## src/rtl/axi4_burst_master.sv

```systemverilog
// Command-driven AXI4 master: one INCR burst per command on AW/W/B or AR/R,
// one transaction outstanding, completion reported with the aggregated response.
module axi4_burst_master #(
    parameter int unsigned DATA_WIDTH = 32,
    parameter int unsigned ADDR_WIDTH = 16
) (
    input  logic                  ACLK,
    input  logic                  ARESETn,
    // command
    input  logic                  cmd_valid,
    output logic                  cmd_ready,
    input  logic                  cmd_write,
    input  logic [ADDR_WIDTH-1:0] cmd_addr,
    input  logic [7:0]            cmd_len,
    input  logic [2:0]            cmd_size,
    // write-data stream
    input  logic [DATA_WIDTH-1:0] wd_data,
    input  logic                  wd_valid,
    output logic                  wd_ready,
    // read-data stream
    output logic [DATA_WIDTH-1:0] rd_data,
    output logic                  rd_valid,
    output logic                  rd_last,
    input  logic                  rd_ready,
    // completion
    output logic                  done_valid,
    output logic [1:0]            done_resp,
    output logic                  done_err,
    // AXI4 write address / data / response
    output logic [ADDR_WIDTH-1:0] AWADDR,
    output logic [7:0]            AWLEN,
    output logic [2:0]            AWSIZE,
    output logic                  AWVALID,
    input  logic                  AWREADY,
    output logic [DATA_WIDTH-1:0] WDATA,
    output logic                  WVALID,
    output logic                  WLAST,
    input  logic                  WREADY,
    input  logic [1:0]            BRESP,
    input  logic                  BVALID,
    output logic                  BREADY,
    // AXI4 read address / data
    output logic [ADDR_WIDTH-1:0] ARADDR,
    output logic [7:0]            ARLEN,
    output logic [2:0]            ARSIZE,
    output logic                  ARVALID,
    input  logic                  ARREADY,
    input  logic [DATA_WIDTH-1:0] RDATA,
    input  logic [1:0]            RRESP,
    input  logic                  RLAST,
    input  logic                  RVALID,
    output logic                  RREADY
);

    localparam int unsigned CNT_W = 9;

    typedef enum logic [2:0] {
        S_IDLE,
        S_AW,
        S_W,
        S_B,
        S_AR,
        S_R,
        S_DONE
    } state_t;

    state_t           state;
    logic [CNT_W-1:0] cnt;
    logic [7:0]       len_q;

    logic             w_phase;
    logic             r_phase;
    logic             at_len;
    logic [CNT_W-1:0] cnt_inc;
    logic             w_beat;
    logic             r_beat;

    assign w_phase = (state == S_W);
    assign r_phase = (state == S_R);
    assign at_len  = (cnt == CNT_W'(len_q));
    // Beat counter saturates so runaway read bursts cannot wrap back to a legal count
    assign cnt_inc = (cnt == {CNT_W{1'b1}}) ? cnt : cnt + CNT_W'(1);

    // Data channels are combinational pass-throughs, gated off outside their phase
    assign WVALID   = w_phase & wd_valid;
    assign WDATA    = w_phase ? wd_data : '0;
    assign WLAST    = w_phase & at_len;
    assign wd_ready = w_phase & WREADY;
    assign w_beat   = WVALID & WREADY;

    assign RREADY   = r_phase & rd_ready;
    assign rd_valid = r_phase & RVALID;
    assign rd_data  = r_phase ? RDATA : '0;
    assign rd_last  = r_phase & RLAST;
    assign r_beat   = RVALID & RREADY;

    always_ff @(posedge ACLK or negedge ARESETn) begin
        if (!ARESETn) begin
            state      <= S_IDLE;
            cnt        <= '0;
            len_q      <= '0;
            cmd_ready  <= 1'b0;
            done_valid <= 1'b0;
            done_resp  <= 2'b00;
            done_err   <= 1'b0;
            AWADDR     <= '0;
            AWLEN      <= '0;
            AWSIZE     <= '0;
            AWVALID    <= 1'b0;
            BREADY     <= 1'b0;
            ARADDR     <= '0;
            ARLEN      <= '0;
            ARSIZE     <= '0;
            ARVALID    <= 1'b0;
        end else begin
            case (state)
                S_IDLE: begin
                    cmd_ready <= 1'b1;
                    if (cmd_valid && cmd_ready) begin
                        cmd_ready <= 1'b0;
                        len_q     <= cmd_len;
                        cnt       <= '0;
                        done_resp <= 2'b00;
                        done_err  <= 1'b0;
                        if (cmd_write) begin
                            AWADDR  <= cmd_addr;
                            AWLEN   <= cmd_len;
                            AWSIZE  <= cmd_size;
                            AWVALID <= 1'b1;
                            state   <= S_AW;
                        end else begin
                            ARADDR  <= cmd_addr;
                            ARLEN   <= cmd_len;
                            ARSIZE  <= cmd_size;
                            ARVALID <= 1'b1;
                            state   <= S_AR;
                        end
                    end
                end
                S_AW: begin
                    if (AWREADY) begin
                        AWVALID <= 1'b0;
                        state   <= S_W;
                    end
                end
                S_W: begin
                    if (w_beat) begin
                        cnt <= cnt_inc;
                        if (at_len) begin
                            BREADY <= 1'b1;
                            state  <= S_B;
                        end
                    end
                end
                S_B: begin
                    if (BVALID) begin
                        BREADY     <= 1'b0;
                        done_resp  <= BRESP;
                        done_valid <= 1'b1;
                        state      <= S_DONE;
                    end
                end
                S_AR: begin
                    if (ARREADY) begin
                        ARVALID <= 1'b0;
                        state   <= S_R;
                    end
                end
                S_R: begin
                    if (r_beat) begin
                        cnt <= cnt_inc;
                        if (RRESP > done_resp) begin
                            done_resp <= RRESP;
                        end
                        // Early RLAST, or a beat past the requested length without RLAST
                        if ((RLAST && !at_len) || (!RLAST && (cnt >= CNT_W'(len_q)))) begin
                            done_err <= 1'b1;
                        end
                        if (RLAST) begin
                            done_valid <= 1'b1;
                            state      <= S_DONE;
                        end
                    end
                end
                S_DONE: begin
                    done_valid <= 1'b0;
                    cmd_ready  <= 1'b1;
                    state      <= S_IDLE;
                end
                default: begin
                    state <= S_IDLE;
                end
            endcase
        end
    end

endmodule

```

## config.mk

```make
export PLATFORM = sky130hd
export DESIGN_NAME = axi4_burst_master
export DESIGN_NICKNAME = d
export VERILOG_FILES = /design/src/rtl/axi4_burst_master.sv
export SDC_FILE = /design/constraint.sdc
export NUM_CORES = 1
export LEC_CHECK = 0
export ABC_AREA = 1
export CAP_MARGIN = 10
export CORE_ASPECT_RATIO = 2
export CORE_MARGIN = 2
export CORE_UTILIZATION = 39
export DETAILED_ROUTE_END_ITERATION = 12
export GPL_TIMING_DRIVEN = 0
export PLACE_DENSITY = 0.92
export SYNTH_ARGS = -nofsm -noshare
export SYNTH_HDL_FRONTEND = slang
export SYNTH_SLANG_ARGS = --single-unit
```

## constraint.sdc

```tcl
create_clock -name ACLK -period 2.4 [get_ports ACLK]
set_input_delay 0.6 -clock ACLK [delete_from_list [all_inputs] [get_ports ACLK]]
set_output_delay 0.6 -clock ACLK [all_outputs]
set_load 0.005 [all_outputs]
```

==> flow_metrics.tcl <==
set metrics [dict create \
    dr.pass1.iters 4 \
    area_growth_pct 72.1 \
    synth-seq-cells 82 \
    grt_max_degree 59 \
    hold_ws_ns 0.174 \
    synth_top_area_share_pct 47.5 \
    htreeDepth 3 \
    startpoint_type "register" \
    cp.required_ns 1.80 \
    ys_dominant_reg_cell "dfrtp_1" \
    slew_headroom_pct 67.5 \
    syn_inst 555 \
    clk_pin_slew_worst_paths_ns 0.06 \
    drt_iter0_drc 171 \
    synth_commonest_cells "nand2_1 (132), inv_1 (102), nor2_1 (97)" \
    fin_nets 950 \
    ios 239 \
    viasPerCell 4.64 \
    cts_root_buffer "clkbuf_16" \
    setup_viol 0 \
    crit_fanout 10 \
    gp_congestion 0.880 \
    dp_hpwl_mm 11.5 \
    synth.avg_cell_area_um2 7.79 \
    cts_sinks 82 \
    wl_per_cell_um 15.1 \
    initial_core_util_pct 39.8 \
    outcome "completed" \
    drtAntennaViolNets 0 \
    drc 0 \
    vias 4523 \
    fillers 857 \
    power_density_nw_per_um2 1020 \
    finalCritPeriodShare_pct 98.0 \
    drive_gt1_share_pct 14.9 \
    clk_path_buf_depth 2 \
    clock_latency_ns 0.33 \
    ys_top_cells_by_area "dfrtp_1 (47%), nand2_1 (11%), inv_1 (8.9%)" \
    p_leak_uw 0.00401 \
    drv_cap 0 \
    final.setup_skew_ns 0.00658 \
    maxSlewViolCount 0 \
    die_w_um 78.5 \
    antenna_found_initial 0 \
    endpoint_kind "output pin" \
    seq_area_frac_synth_pct 47.5 \
    utilization_pct 68.4 \
    grt_pass1_vias 4754 \
    die_area_um2 12000 \
    core_region_area_um2 10900 \
    dieHeight_um 153 \
    yosysMostFrequentCell "nand2_1" \
    peakVddDrop_mv 0.860 \
    max_freq_mhz 425 \
    io_buffers 238 \
    drt-total-wl_mm 14.7 \
    hp-class "in -> async" \
    fin_crit_ns 2.35 \
    cts_tree "built" \
    grt_overflow 0 \
    rows 54 \
    numCtsBuffers 9 \
    yosysTopAreaCell "dfrtp_1" \
    postSynth.asyncResetShare_pct 100 \
    hold_violations 0 \
    ctsHoldBuffers 0 \
    tightest_slew_ns 0.483 \
    path_class "reg -> out" \
    grt_first_pass_wirelength_mm 23.3 \
    syn_area_um2 4320 \
    synth_edf_count 0 \
    num_antenna_cells 0 \
    ys_types 33 \
    crit_arrival_ns 1.75 \
    grt_usage_pct 25.0 \
    synth_fp_nets 674 \
    yosys_warnings 0 \
]
## repair_timing
item                                    4_1_cts  5_1_grt
pin swaps                                     3        2
cloned                                        0        0
endpoints found under the hold margin         0        0
gates resized for setup                     103       23
endpoints found under the setup margin       70       18
buffers inserted                             23        5
## cell families after synthesis
logic type / count (synthesis) / synth area share, %
compound gates: 48 / 5.93
buf+inv: 128 / 11.9
flops: 82 / 47.5
simple gates: 261 / 25.2
mux: 21 / 5.47
xor+xnor: 3 / 0.608
fa+ha+maj: 12 / 3.47
## per-stage QoR
step / setup WS, ns / area, um^2 / std cells / setup TNS (ns) / total power (uW)
after floorplan: 0.634 / 4320 / 555 / 0 / 3890
after global placement: -2.21 / 6880 / 933 / -182.55 / 5820
after detailed placement: -0.170 / 6910 / 934 / -2.80 / 5960
after CTS: 0.0381 / 7420 / 970 / 0 / 7580
after global routing: -0.0189 / 7440 / 975 / -0.136 / 8150
final: 0.0477 / 7440 / 975 / 0 / 7620
## power breakdown
group | switching (uW) | internal [uW]
Clock | 516 | 884
Sequential | 328 | 1980
Combinational | 1810 | 2100
Total | 2650 | 4970
## area by class of cell
type / count / area [um^2] / area share, %
Inverter: 110 / 418 / 5.62
Clock inverter: 2 / 35.0 / 0.471
Sequential cell: 82 / 2050 / 27.6
Tap cell: 140 / 175 / 2.35
Clock buffer: 13 / 270 / 3.63
Multi-Input combinational cell: 345 / 1830 / 24.5
Timing Repair Buffer: 267 / 2510 / 33.7
Buffer: 16 / 156 / 2.10
## cells in the final DEF (no fill, tap or decap), types with 2 or more instances in the layout
cell,Yosys,final
a21oi_1,13,13
a31oi_1,2,2
buf_2,6,5
buf_4,4,31
buf_6,1,4
clkbuf_1,4,2
clkbuf_16,0,10
clkbuf_2,0,8
clkbuf_8,0,5
clkdlybuf4s15_1,0,4
clkdlybuf4s50_1,0,168
dfrtp_1,82,82
dlygate4sd2_1,0,56
ha_1,12,12
inv_1,102,102
inv_2,7,6
inv_4,1,2
mux2_2,21,21
nand2_1,132,132
nand2_2,7,4
nand2_4,2,4
nand3_1,6,5
nor2_1,97,91
nor2_2,6,9
nor2_4,2,5
nor3_2,2,2
nor3b_1,3,3
o21ai_0,14,14
o21ai_1,15,15
xor2_1,3,3
## worst paths after layout
kind	start	endpoint	slack, ns	cells after the start
worst max-delay path	state[1]	rd_data[27]	0.05	8
worst min-delay path	ARESETn	AWLEN[3]	0.17	1
worst max register to register	cnt[1]	cnt[7]	0.19	14
worst min register to register	ARADDR[0]	ARADDR[0]	0.47	2
max in group asynchronous	ARESETn	ARADDR[9]	1.63	2
min in group ACLK	ARADDR[0]	ARADDR[0]	0.47	2
## metal layers
metal | vias up | global-route usage [%] | wire, um
li1 | 2213 | - | -
met1 | 2068 | 22.5 | 4760
met2 | 212 | 48.9 | 8260
met3 | 30 | 6.32 | 1130
met4 | 0 | 13.3 | 580
met5 | - | 0 | 0
## worst max-delay path, cell delays in order (launching register included)
cell and delay [ns]:
dfrtp_1 0.39, inv_2 0.15, nand2_4 0.09, inv_4 0.09, nand2_8 0.08, buf_4 0.15, buf_6 0.13, nor2_1 0.09
dlygate4sd2_1 0.24
## sequential cells by signal, indices dropped and copies added, names as in the netlist
| register | cells |
|---|---|
| done_err | 1 |
| cmd_ready | 1 |
| state | 3 |
| BREADY | 1 |
| AWSIZE | 3 |
| done_valid | 1 |
| ARSIZE | 3 |
| done_resp | 2 |
| AWVALID | 1 |
| AWLEN | 8 |
| len_q | 8 |
| ARVALID | 1 |
| ARADDR | 16 |
| ARLEN | 8 |
| cnt | 9 |
| AWADDR | 16 |
No activity file was read; power rests on OpenSTA's default activity.
